### src/rtl/room_sequencer.sv
// Room/respawn sequencer: death delay, fade-out, room swap, fade-in and victory hold.
// Optional death counter is enabled by defining ROOM_SEQUENCER_DEATH_COUNT_EN.
//
//   state     | meaning
//   ----------+-------------------------------------------------------
//   PLAY      | player free, screen clear, exits/checkpoints accepted
//   DYING     | player frozen for 16 frame ticks after a spike hit
//   FADE_OUT  | screen darkens one level per frame tick up to black
//   SWAP      | single cycle: load target room, pulse respawn
//   FADE_IN   | screen brightens one level per frame tick back to clear
//   WIN       | victory screen held black until restart
module room_sequencer (
  input  logic       clk_i,
  input  logic       rst_i,
  input  logic       frame_tick_i,
  input  logic       restart_i,
  input  logic       hit_spike_i,
  input  logic       hit_check_i,
  input  logic [9:0] check_x_i,
  input  logic [9:0] check_y_i,
  input  logic [1:0] exit_req_i,
  output logic [1:0] inmap_o,
  output logic [9:0] spawn_x_o,
  output logic [9:0] spawn_y_o,
  output logic       respawn_o,
  output logic       freeze_o,
  output logic [2:0] fade_o,
  output logic       victory_o,
  output logic [7:0] deaths_o
);

  localparam logic [2:0] ST_PLAY     = 3'd0;
  localparam logic [2:0] ST_DYING    = 3'd1;
  localparam logic [2:0] ST_FADE_OUT = 3'd2;
  localparam logic [2:0] ST_SWAP     = 3'd3;
  localparam logic [2:0] ST_FADE_IN  = 3'd4;
  localparam logic [2:0] ST_WIN      = 3'd5;

  localparam logic [1:0] ROOM_MAP0 = 2'b00;
  localparam logic [1:0] ROOM_MAP1 = 2'b01;
  localparam logic [1:0] ROOM_VICT = 2'b10;

  localparam logic [9:0] MAP0_X = 10'd32;
  localparam logic [9:0] MAP0_Y = 10'd224;
  localparam logic [9:0] MAP1_X = 10'd0;
  localparam logic [9:0] MAP1_Y = 10'd32;
  localparam logic [9:0] VICT_X = 10'd0;
  localparam logic [9:0] VICT_Y = 10'd0;

  localparam logic [3:0] DYING_TICKS_M1 = 4'd15;
  localparam logic [2:0] FADE_BLACK     = 3'd7;

  logic [2:0] state_q, state_d;
  logic [1:0] inmap_q, inmap_d;
  logic [1:0] target_q, target_d;
  logic [9:0] spawn_x_q, spawn_x_d;
  logic [9:0] spawn_y_q, spawn_y_d;
  logic [2:0] fade_q, fade_d;
  logic [3:0] dly_q, dly_d;

  function automatic logic [1:0] exit_target(input logic [1:0] req);
    logic [1:0] t;
    case (req)
      2'b01:   t = ROOM_MAP1;
      2'b10:   t = ROOM_MAP0;
      default: t = ROOM_VICT;
    endcase
    return t;
  endfunction

  function automatic logic [19:0] room_default(input logic [1:0] room);
    logic [19:0] xy;
    case (room)
      ROOM_MAP0: xy = {MAP0_X, MAP0_Y};
      ROOM_MAP1: xy = {MAP1_X, MAP1_Y};
      default:   xy = {VICT_X, VICT_Y};
    endcase
    return xy;
  endfunction

  always_comb begin
    state_d   = state_q;
    inmap_d   = inmap_q;
    target_d  = target_q;
    spawn_x_d = spawn_x_q;
    spawn_y_d = spawn_y_q;
    fade_d    = fade_q;
    dly_d     = dly_q;

    case (state_q)
      ST_PLAY: begin
        if (hit_spike_i) begin
          state_d = ST_DYING;
          dly_d   = DYING_TICKS_M1;
        end else if (exit_req_i != 2'b00) begin
          state_d  = ST_FADE_OUT;
          fade_d   = 3'd0;
          target_d = exit_target(exit_req_i);
        end else if (hit_check_i) begin
          spawn_x_d = check_x_i;
          spawn_y_d = check_y_i;
        end
      end
      ST_DYING: begin
        if (frame_tick_i) begin
          if (dly_q == 4'd0) begin
            state_d  = ST_FADE_OUT;
            fade_d   = 3'd0;
            target_d = inmap_q;
          end else begin
            dly_d = dly_q - 4'd1;
          end
        end
      end
      ST_FADE_OUT: begin
        if (frame_tick_i) begin
          if (fade_q == FADE_BLACK) state_d = ST_SWAP;
          else                      fade_d  = fade_q + 3'd1;
        end
      end
      ST_SWAP: begin
        inmap_d = target_q;
        // Re-entering the same room keeps the last checkpoint.
        if (target_q != inmap_q) {spawn_x_d, spawn_y_d} = room_default(target_q);
        state_d = (target_q == ROOM_VICT) ? ST_WIN : ST_FADE_IN;
      end
      ST_FADE_IN: begin
        if (frame_tick_i) begin
          if (fade_q == 3'd0) state_d = ST_PLAY;
          else                fade_d  = fade_q - 3'd1;
        end
      end
      ST_WIN: begin
      end
      default: state_d = ST_PLAY;
    endcase

    // Restart overrides every state; the fade level is left where it was.
    if (restart_i) begin
      state_d   = ST_SWAP;
      target_d  = ROOM_MAP0;
      spawn_x_d = MAP0_X;
      spawn_y_d = MAP0_Y;
      fade_d    = fade_q;
    end
  end

  always_ff @(posedge clk_i or posedge rst_i) begin
    if (rst_i) begin
      state_q   <= ST_PLAY;
      inmap_q   <= ROOM_MAP0;
      target_q  <= ROOM_MAP0;
      spawn_x_q <= MAP0_X;
      spawn_y_q <= MAP0_Y;
      fade_q    <= 3'd0;
      dly_q     <= 4'd0;
    end else begin
      state_q   <= state_d;
      inmap_q   <= inmap_d;
      target_q  <= target_d;
      spawn_x_q <= spawn_x_d;
      spawn_y_q <= spawn_y_d;
      fade_q    <= fade_d;
      dly_q     <= dly_d;
    end
  end

`ifdef ROOM_SEQUENCER_DEATH_COUNT_EN
  logic [7:0] deaths_q, deaths_d;

  always_comb begin
    deaths_d = deaths_q;
    if (restart_i)
      deaths_d = 8'd0;
    else if (state_q == ST_PLAY && hit_spike_i && deaths_q != 8'hFF)
      deaths_d = deaths_q + 8'd1;
  end

  always_ff @(posedge clk_i or posedge rst_i) begin
    if (rst_i) deaths_q <= 8'd0;
    else       deaths_q <= deaths_d;
  end

  assign deaths_o = deaths_q;
`else
  assign deaths_o = 8'd0;
`endif

  assign inmap_o   = inmap_q;
  assign spawn_x_o = spawn_x_q;
  assign spawn_y_o = spawn_y_q;
  assign respawn_o = (state_q == ST_SWAP);
  assign freeze_o  = (state_q != ST_PLAY);
  assign victory_o = (state_q == ST_WIN);
  assign fade_o    = (state_q == ST_WIN)  ? FADE_BLACK :
                     (state_q == ST_PLAY) ? 3'd0 : fade_q;

endmodule
### config.mk
export PLATFORM = sky130hd
export DESIGN_NAME = room_sequencer
export DESIGN_NICKNAME = d
export VERILOG_FILES = /design/src/rtl/room_sequencer.sv
export SDC_FILE = /design/constraint.sdc
export NUM_CORES = 1
export LEC_CHECK = 0
export ABC_AREA = 1
export BUFFER_PORTS_ARGS = -buffer_cell sky130_fd_sc_hd__buf_2
export CAP_MARGIN = 0
export CORE_MARGIN = 4
export CORE_UTILIZATION = 50
export CTS_CLUSTER_SIZE = 16
export DETAILED_ROUTE_END_ITERATION = 8
export PLACE_DENSITY = 0.75
export SETUP_SLACK_MARGIN = 0.02
export SLEW_MARGIN = 20
export SYNTH_ARGS = -nofsm -noshare
export SYNTH_HDL_FRONTEND = slang
export SYNTH_SLANG_ARGS = --single-unit
### constraint.sdc
create_clock -name clk_i -period 4.6 [get_ports clk_i]
set_clock_uncertainty 0.1 [all_clocks]
set_input_delay 0.23 -clock clk_i [delete_from_list [all_inputs] [get_ports clk_i]]
set_output_delay 0.23 -clock clk_i [all_outputs]
set_load 0.02 [all_outputs]
; ---- Word level (Yosys, flattened, before mapping)
; Index checks and enable logic that the tools add are counted.
[word_totals]
reg_bits = 34
mem_bits_rw = 0
out_inout_bits = 36
input_bits = 28
n_memories = 0
elab_cells = 106
latchBits = 0
rom_bits = 0
[op_classes]
order_cmp = 0
muxes = 46
bitwise = 1
n_eq_ne = 34
n_addsub = 3
n_mul = 0
reduce_logical = 15
shifts = 0
div = 0
[ops]
columns = op, count
row1 = $mux W10, 10
row2 = $mux W3, 19
row3 = $pmux W10 S2, 2
row4 = $pmux W16 S2, 1
row5 = $ne A3 B3 Y1 const B, 10
row6 = $ne A2 B2 Y1 const B, 11
row7 = $pmux W3 S6, 1
row8 = $mux W4, 3
row9 = $pmux W3 S4, 1
row10 = $mux W2, 5
row11 = $reduce_and A10 Y1, 1
row12 = $reduce_and A5 Y1, 2
row13 = $eq A3 B3 Y1 const B, 3
row14 = $reduce_bool A3 Y1, 3
row15 = $pmux W2 S2, 2
row16 = $pmux W4 S2, 1
row17 = $reduce_and A8 Y1, 1
row18 = $eq A3 B2 Y1 const B, 2
row19 = $logic_not A3 Y1, 2
row20 = $eq A2 B1 Y1 const B, 2
row21 = $eq A2 B2 Y1 const B, 2
row22 = $logic_not A4 Y1, 1
row23 = $ne A4 B4 Y1 const B, 1
row24 = $reduce_and A4 Y1, 1
row25 = other kinds (11), 12

; ---- Longest topological paths before layout
; Gate-level depths: netlist (run 1).
[depth]
ltp_word = 6
mapped_depth = 10
ltp_nobuf = 9

; ---- Worst setup path before layout (run 1)
; Ideal clock, no wire load.
[synth_path]
path_kind = register to output
startpoint = register state_q[1]
endpoint = output fade_o[0]
path_buffers = 0
required_time_ns = 4.270
setup_slack_ns = 2.820
arrival_time_ns = 1.450
stages_incl_launch_ff = 6
cell_sequence = dfrtp_1 -> inv_2 -> nand2_1 -> nor2_1 -> inv_1 -> a21oi_1
[synth_via]
elab_cells_between_ends = 4
classes_between = eq/ne: 1 / mux: 2 / reduce/logical: 1
[synth_lines]
columns = element, line_no
row1 = start: declaration, 53  ; logic [2:0] state_q, state_d;
row2 = start signal: assignment, 158  ; state_q <= state_d;
row3 = $eq A3 B3 Y1, n/a
row4 = net victory_o, 28  ; output logic victory_o,
row5 = $mux W3, 195  ; assign fade_o = (state_q == ST_WIN) ? FADE_BLACK :
row6 = end: declaration, 27  ; output logic [2:0] fade_o,
; The timed path passes the listed nets, and every way through them passes these cells.

; ---- Worst setup path after layout (run 1)
[layout_path]
startpoint = input restart_i
endpoint = register spawn_y_q[1] (netlist: spawn_y_o[1])
[layout_via]
elab_chain_cells = 2
elab_cells_between_ends = 7
classes_between = eq/ne: 4 / mux: 1 / reduce/logical: 2
[layout_rtl]
columns = element, line_no
row1 = start: declaration, 16  ; input logic restart_i,
row2 = "$ne A3 B3 Y1 (no source line), or another cell as far along", n/a
row3 = $reduce_and A5 Y1 (no source line), n/a
row4 = end signal: assignment, 162  ; spawn_y_q <= spawn_y_d;
row5 = end: declaration, 57  ; logic [9:0] spawn_y_q, spawn_y_d;
; Several ways; a longest one is shown, not always the timed one.
; A chain may end at the register's enable or synchronous reset.

==> impl_metrics.csv, run 1 <==
group,metric,value,unit
clock_network,cts_hold_buffers,1,
route,drc,0,
global_route,grt_overflow,0,
route,wl_per_cell,11.9,um
layout,nNetsFinal,404,
critical_path,critPathBufInv,3,
power,combPwrFrac,52.4,%
critical_path,path_cells,"buf_2 -> clkinv_1 -> nand4_1 -> buf_4 -> nand3_1 -> nand2_1 -> nand2_1",
power,p_int,919,uW
route,drtPass1Iterations,4,
synthesis,synth_area_leaders,"dfrtp_1 (34%), nand2_1 (19%), nand3_1 (9.8%), nor2_1 (7.0%), dfstp_2 (4.8%)",
power,p_seq_share,31.7,%
floorplan,die_w,74.3,um
layout,final_common_cell,"nand2_1",
power,swShare,47.6,%
synthesis,avgSynthCellArea,6.84,um2
critical_path,arrival,2.37,ns
global_route,grt.busiest_layer,"met2",
power,total_power,1.76,mW
timing,tightest_slew,0.777,ns
clock_network,numCtsBuffers,5,
synthesis,yosys_warnings,0,
layout,final_cell_mix,"nand2_1 (114), buf_2 (55), nand3_1 (43)",
placed_design,hpwl,3.74,mm
synthesis,ys_types,26,
critical_path,cp-end-kind,"register",
placed_design,post_dp_cell_area,2440,um2
clock_network,cts_tree,"built",
timing,slew_violations,0,
critical_path,path_common_cell,"nand2_1",
critical_path,cp-start-kind,"primary input",
job,cap_violations,0,
clock_network,clock-sinks,34,
clock_network,clockBufferDepth,2,
power,p_switching,836,uW
global_route,grt_pass1_vias,1910,
synthesis,synth_top_area_share,34.2,%
critical_path,critPathTopFamily,"simple AND/OR/NAND/NOR gates",
synthesis,yosysSeqAreaShare,39.0,%
layout,layout-drive-gt1-share,21.2,%
layout,n_antenna_cell,0,
timing,fmax,0.435,GHz
clock_network,clkSlewWorstSetupHoldPaths,0.07,ns
placed_design,placedCellCount,414,
critical_path,max_stage_delay,0.55,ns
route,drt_iter0_drc,121,
global_route,track_usage,19.6,%
timing,timing.final.crit_share,50.0,%
critical_path,critical_path_class,"primary input to register",
clock_network,cts_setup_buffers,0,
floorplan,num_rows,23,
critical_path,path_max_fanout,22,
route,routed_wl,5.02,mm
timing,final.min_clock_period,2.30,ns
layout,final_cell_count_no_fill,423,
route,vias_per_cell,4.99,
outcome,outcome,"completed",
global_route,grt_pass1_wl,8.46,mm
route,ant_nets,0,
global_route,gr-usage-met3,4.19,%
hold_path,hold_class,"primary input to register",
placed_design,gp_congestion,0.853,
clock_network,clock_latency,0.28,ns
timing,finalHoldViolCount,0,
global_route,gr-usage-met1,27.6,%
global_route,use_met2,30.6,%
critical_path,cp.required,4.67,ns
timing,fin_tns_setup,0,ns
synthesis,ys_ff_latch,34,
timing,maxSlewHeadroom,48.2,%
timing,setup_violations,0,
power,clockPowerShare,15.9,%
synthesis,netlist_area,2200,um2
timing,grt_setup_unrepaired,"no",
power,cellLeakagePower,1.48,nW
timing,setup_ws,2.30,ns
placed_design,io_buffers,55,
layout,design_area,2570,um2
synthesis,synth_cells,321,
power,p_per_area,683,nW/um2
critical_path,crit_slowest_cell,"nand3_1",
layout,area_growth,16.9,%
global_route,antenna_found_initial,0,
power,ir_worst_vdd,0.356,mV
synthesis,yosysTopAreaCell,"dfrtp_1",
floorplan,io_pins,64,
floorplan,die_h,74.3,um
global_route,grt_max_degree,35,
clock_network,cts-root-buf,"clkbuf_8",
floorplan,die-area,5520,um2
clock_network,cts_htree_levels,2,
route,via_count,2112,
floorplan,start_util,53.4,%
placed_design,pre_cts_slack,1.99,ns
floorplan,core,4120,um2
clock_network,cts_resized,0,
==> through the flow <==
step	utilization [%]	hold WS [ns]
after global placement	59.3	0.244
after floorplan	-	0.269
final	62.4	0.182
after detailed placement	59.3	0.247
after global routing	62.4	0.196
after CTS	62.4	0.176
==> registers in the layout (all words and copies together), names as in the netlist <==
name / cells
spawn_x_o: 10
inmap_o: 2
spawn_y_o: 10
fade_q: 3
target_q: 2
state_q: 3
dly_q: 4
==> per-layer routing <==
layer	part of all wire, %	wire length (um)	vias up
met4	0.48	24	0
met1	46	2290	943
met2	48	2390	66
met3	6.2	311	2
met5	0	0	-
li1	-	-	1101
==> cells in the mapped netlist <==
cell type	count
nand2_1	114
nand3_1	43
nor2_1	41
dfrtp_1	30
inv_1	21
buf_4	13
o21ai_0	8
a21oi_1	7
nand4_1	6
buf_2	5
dfstp_2	4
clkbuf_1	3
ha_1	3
xnor2_1	3
xor2_1	3
inv_2	2
nand2_2	2
nand3_2	2
nor2_2	2
nor2_4	2
o21ai_1	2
a21oi_2	1
clkinv_1	1
conb_1	1
fa_1	1
nand3b_1	1
==> cells by family (layout without fill, tap and decap cells) <==
family          Yosys count  count (layout)  share of synthesized area [%]
compound gates           18              18                           4.27
xor+xnor                  6               6                           2.39
fa+ha+maj                 4               4                           2.62
buf+inv                  45              90                           10.2
flops                    34              34                           39.0
other cells               1               8                          0.171
simple gates            213             213                           41.4
==> final timing paths <==
check                           slack, ns         start  depth (start not counted)            to
worst min register to register       0.37  spawn_x_o[4]                          2  spawn_x_o[4]
max in group asynchronous            3.58         rst_i                          4  spawn_y_o[5]
worst max-delay path                 2.30     restart_i                          7  spawn_y_o[1]
min in group asynchronous            0.48         rst_i                          4  spawn_y_o[9]
worst min-delay path                 0.18  check_x_i[9]                          5  spawn_x_o[9]
worst max register to register       2.47    state_q[2]                          6  spawn_y_o[1]
==> layout make-up <==
| type | count | area [um2] |
|---|---|---|
| Multi-Input combinational cell | 249 | 1140 |
| Sequential cell | 34 | 856 |
| Timing Repair Buffer | 58 | 300 |
| Fill cell | 395 | 1550 |
| Clock inverter | 1 | 30.0 |
| Inverter | 24 | 90.1 |
| Tap cell | 50 | 62.6 |
| Clock buffer | 7 | 86.3 |
==> power groups by stage <==
stage | clock, mW | sequential [mW] | combinational (mW)
final | 0.280 | 0.556 | 0.919
after global routing | 0.301 | 0.579 | 1.05
after CTS | 0.287 | 0.556 | 0.928
after detailed placement | 0 | 0.560 | 0.923
after global placement | 0 | 0.560 | 0.907
after floorplan | 0 | 0.640 | 0.626
==> worst reg2reg max path: stages, from the launching register on <==
cell	delay (ns)
dfrtp_1	0.60
nor2_4	0.11
nand4_1	0.11
buf_4	0.25
nand3_1	0.56
nand2_1	0.23
nand2_1	0.06
Power figures use the tool's default switching activity.
==> inputs of run 2 (changes only) <==
Settings changed: CORE_UTILIZATION 50 to 47, PLACE_DENSITY 0.75 to 0.74.
Clock period 4.6 ns to 2 ns, I/O delays scaled along.
==> run 2 against run 1 <==
Sequential power is 130% higher. Design area grew 1.0%. Critical endpoint is now fade_q[2]. Non-clock buffer count up 6. Critical path type is now register to register. Worst setup slack lost 2.1 ns. Power increased by 130%. Global-route usage shrank 0.87 points.
==> impl_metrics.csv, run 2 (synthesized netlist as in run 1, its figures left out) <==
group,metric,value,unit
outcome,outcome,"completed",
global_route,antenna_found_initial,0,
critical_path,path_cells,"nor2_2 -> nand2_1 -> fa_1 -> xnor2_1 -> nand2_1 -> nand2_1 -> nand4_1 -> nand2_1",
global_route,grt_max_degree,35,
layout,seq_area,856,um2
power,combPwrFrac,56.5,%
clock_network,numCtsBuffers,5,
route,routed_wl,5.23,mm
global_route,grt_pass1_vias,2064,
placed_design,hpwl,3.84,mm
power,p_per_area,1540,nW/um2
global_route,grt_pass1_wl,8.99,mm
global_route,grt_overflow,0,
critical_path,arrival,1.95,ns
critical_path,max_stage_delay,0.45,ns
layout,nNetsFinal,410,
clock_network,clock_latency,0.28,ns
timing,grt_setup_unrepaired,"no",
floorplan,start_util,49.4,%
clock_network,cts_resized,0,
layout,layout-drive-gt1-share,22.4,%
clock_network,cts_htree_levels,2,
layout,final_cell_mix,"nand2_1 (114), buf_2 (55), nand3_1 (43)",
floorplan,num_rows,24,
clock_network,clock-sinks,34,
clock_network,cts_setup_buffers,0,
power,swShare,49.3,%
power,ir_worst_vdd,0.803,mV
route,vias_per_cell,5.02,
timing,slew_violations,0,
placed_design,gp_congestion,0.957,
power,p_switching,1.98,mW
timing,finalHoldViolCount,0,
critical_path,cp.required,2.12,ns
critical_path,path_max_fanout,6,
power,p_int,2.03,mW
clock_network,cts_tree,"built",
critical_path,worstReg2RegStart,"state_q[1]",
floorplan,core,4440,um2
layout,area_growth,18.1,%
timing,fmax,0.544,GHz
timing,fin_tns_setup,0,ns
route,drc,0,
clock_network,cts-root-buf,"clkbuf_8",
timing,setup_violations,0,
timing,timing.final.crit_share,91.9,%
route,drtPass1Iterations,4,
clock_network,cts_hold_buffers,1,
critical_path,path_common_cell,"nand2_1",
route,ant_nets,0,
route,drt_iter0_drc,106,
timing,final.min_clock_period,1.84,ns
critical_path,critPathLaunch,"state_q[1]",
hold_path,hold_class,"primary input to register",
critical_path,critical_path_class,"register to register",
layout,design_area,2590,um2
global_route,track_usage,18.7,%
layout,fill_cells,447,
power,p_seq_share,31.5,%
floorplan,die_w,76.4,um
layout,final_common_cell,"nand2_1",
job,cap_violations,0,
route,via_count,2163,
clock_network,clockBufferDepth,2,
floorplan,die_h,76.4,um
critical_path,cp-end-kind,"register",
layout,multiInputGateArea,1140,um2
placed_design,io_buffers,55,
critical_path,crit_slowest_cell,"dfrtp_1",
power,cellLeakagePower,1.50,nW
placed_design,post_dp_cell_area,2500,um2
floorplan,io_pins,64,
hold_path,min_from,"check_y_i[2]",
critical_path,cp-start-kind,"register",
power,clockPowerShare,12.0,%
clock_network,clkSlewWorstSetupHoldPaths,0.07,ns
floorplan,die-area,5830,um2
route,wl_per_cell,12.1,um
layout,n_antenna_cell,0,
run 2: changes by cell type in the layout (fill, tap and decap cells not counted):
cell,before,now
buf_4,2,7
clkinv_2,0,2
buf_12,0,1
bufinv_16,1,0
clkbuf_8,6,5
run 2: metal layers:
metal | track usage, % | up-vias | routed length [um]
met3 | 4.02 | 4 | 283
li1 | - | 1108 | -
met1 | 22.8 | 984 | 2350
met4 | 7.79 | 0 | 48
met2 | 31.9 | 67 | 2540
met5 | 0 | - | 0
run 2: worst max-delay path, delay by kind of cell, from the launching register on:
kind	cells	cell delay [ns]
xor+xnor	1	0.16
fa+ha+maj	1	0.44
flops	1	0.45
simple gates	6	0.63
run 2: final cells by class:
| class | instances | area share, % |
|---|---|---|
| clock buffers | 6 | 2.80 |
| clock inverters | 2 | 0.386 |
| inverters | 24 | 3.47 |
| multi-input cells | 249 | 44.1 |
| flip-flops and latches | 34 | 33.0 |
| well taps | 52 | 2.51 |
| repair buffers | 64 | 13.8 |
run 2: worst paths after layout:
path | slack, ns | cells after the start | to
min reg2reg | 0.36 | 2 | spawn_x_o[5]
max reg2reg | 0.16 | 8 | fade_q[2]
max in group asynchronous | 1.10 | 4 | spawn_y_o[5]
min in group asynchronous | 0.35 | 4 | dly_q[1]
min | 0.04 | 5 | spawn_y_o[2]
max | 0.16 | 8 | fade_q[2]
run 2: power groups by stage:
stage / Combinational (mW) / Sequential (mW) / Clock, mW
3_3_place_gp: 2.23 / 1.26 / 0
2_1_floorplan: 1.44 / 1.47 / 0
6_report: 2.26 / 1.26 / 0.481
3_5_place_dp: 2.28 / 1.27 / 0
5_1_grt: 2.54 / 1.31 / 0.534
4_1_cts: 2.28 / 1.26 / 0.501
run 2: stage by stage:
stage | worst slack [ns] | utilization, % | hold slack [ns] | std cells | power [mW]
after floorplan | 0.279 | - | 0.139 | 328 | 2.91
after global placement | 0.252 | 56.3 | 0.115 | 422 | 3.50
after detailed placement | 0.183 | 56.3 | 0.123 | 422 | 3.55
after CTS | 0.170 | 58.4 | 0.0333 | 431 | 4.04
after global routing | 0.0818 | 58.4 | 0.0531 | 431 | 4.38
final | 0.163 | 58.4 | 0.0399 | 431 | 4.01
==> inputs of run 3 (changes only) <==
Settings changed: CORE_UTILIZATION 47 to 50, PLACE_DENSITY 0.74 to 0.75.
Clock period 2 ns to 1.8 ns, I/O delays scaled along.
==> run 3 against run 2 <==
Non-clock buffer count increased by 5. Flip-flop and latch count unchanged. Final cell count rose by 0.70%. Sequential share of layout area down 1.0 points. Critical endpoint unchanged. Utilization up 6.9 points. Power increased by 16%. Count of clock-buffer cells in the layout increased by 1.
==> impl_metrics.csv, run 3 (synthesized netlist as in run 1, its figures left out) <==
group,metric,value,unit
outcome,outcome,"completed",
clock_network,clkSlewWorstSetupHoldPaths,0.07,ns
timing,setup_ws,0.158,ns
floorplan,die-area,5520,um2
layout,final_cell_mix,"nand2_1 (112), buf_2 (55), nand3_1 (43)",
timing,finalHoldViolCount,0,
layout,final_util,65.3,%
route,drtPass1Iterations,4,
clock_network,cts-root-buf,"clkbuf_8",
layout,layout-drive-gt1-share,25.5,%
power,combPwrFrac,57.5,%
placed_design,post_dp_cell_area,2550,um2
route,route.layer.met1.wl,2.37,mm
floorplan,core,4120,um2
route,ant_nets,0,
timing,fin_tns_setup,0,ns
placed_design,hpwl,3.89,mm
layout,design_area,2690,um2
layout,seq_area,858,um2
timing,final.min_clock_period,1.64,ns
critical_path,cp-end-kind,"register",
route,drt_iter0_drc,153,
route,wl_per_cell,12.1,um
power,p_int,2.42,mW
clock_network,numCtsBuffers,5,
power,total_power,4.65,mW
route,highest_layer,"met4",
critical_path,reg2reg_to,"fade_q[2]",
clock_network,clockBufferDepth,2,
job,cap_violations,0,
critical_path,regToRegSetupSlack,0.16,ns
timing,setup_violations,0,
route,route.met2.wl,2.57,mm
layout,area_growth,22.3,%
power,swShare,47.9,%
critical_path,path_max_fanout,5,
layout,nNetsFinal,415,
power,ir_worst_vdd,1.03,mV
layout,fill_cells,390,
power,cellLeakagePower,1.54,nW
global_route,grt_overflow,0,
placed_design,gp_congestion,0.896,
route,drc,0,
floorplan,io_pins,64,
placed_design,pre_cts_slack,0.0877,ns
timing,timing.final.crit_share,91.2,%
global_route,grt_max_degree,35,
layout,multiInputGateArea,1160,um2
layout,final_common_cell,"nand2_1",
floorplan,die_h,74.3,um
floorplan,start_util,53.4,%
route,routed_wl,5.25,mm
power,p_switching,2.23,mW
route,routed-wl-met3,240,um
global_route,track_usage,20.2,%
layout,final_cell_count_no_fill,434,
critical_path,critical_path_class,"register to register",
global_route,antenna_found_initial,0,
critical_path,reg2reg_depth,8,
placed_design,io_buffers,55,
hold_path,hold_class,"primary input to register",
timing,slew_violations,0,
route,vias_per_cell,4.97,
timing,grt_setup_unrepaired,"no",
route,via_count,2155,
power,p_per_area,1730,nW/um2
clock_network,cts_tree,"built",
timing,holdWs,0.0354,ns
hold_path,worstHoldPathCells,5,
timing,fmax,0.609,GHz
power,p_seq_share,30.3,%
layout,n_antenna_cell,0,
clock_network,clock_latency,0.28,ns
global_route,grt_pass1_vias,2053,
floorplan,die_w,74.3,um
global_route,grt_pass1_wl,8.78,mm
critical_path,cp.required,1.92,ns
critical_path,worstReg2RegStart,"state_q[0]",
placed_design,placedCellCount,424,
critical_path,cp-start-kind,"register",
clock_network,clock-sinks,34,
power,clockPowerShare,12.3,%
hold_path,min_from,"check_x_i[3]",
critical_path,arrival,1.76,ns
hold_path,hold_end,"spawn_x_o[3]",
clock_network,cts_htree_levels,2,
floorplan,num_rows,23,
-- run 3: final cells by class --
type	instances	share of cell area (%)
Timing Repair Buffer	69	15.6
Clock buffer	7	3.21
Inverter	24	3.35
Clock inverter	1	0.186
Sequential cell	34	32.0
Tap cell	50	2.33
Multi-Input combinational cell	249	43.3
-- run 3: worst max path at each step --
stage,startpoint,to,depth (start not counted)
2_1_floorplan,state_q[0],fade_q[2],9
3_3_place_gp,state_q[1],fade_q[2],8
3_5_place_dp,state_q[1],fade_q[2],8
4_1_cts,state_q[1],fade_q[2],8
5_1_grt,state_q[0],spawn_x_o[4],9
6_report,state_q[0],fade_q[2],8
-- run 3: power by group through the flow --
stage | clock (mW) | combinational, mW | sequential [mW]
after floorplan | 0 | 1.60 | 1.64
after global placement | 0 | 2.59 | 1.39
after detailed placement | 0 | 2.63 | 1.40
after CTS | 0.581 | 2.64 | 1.39
after global routing | 0.629 | 3.00 | 1.46
final | 0.571 | 2.67 | 1.41
-- run 3: what timing repair did --
action	4_1_cts	5_1_grt
hold buffers	1	0
setup buffers	0	1
setup endpoints to repair	0	25
endpoints found under the hold margin	30	0
resized for setup	0	9
-- run 3: worst max-delay path, stage by stage, from the launching register on --
cell and delay [ns]:
dfrtp_2 0.45, nor2_4 0.13, nand2_2 0.09, fa_2 0.37, xor2_1 0.15, nand2_1 0.07
nand2_1 0.06, nand4_1 0.09, nand2_1 0.08
-- run 3: per-layer routing --
metal,vias to the layer above,track usage (%)
met5,-,0
met4,0,8.10
met3,10,4.59
met2,53,31.6
met1,975,27.3
li1,1117,-
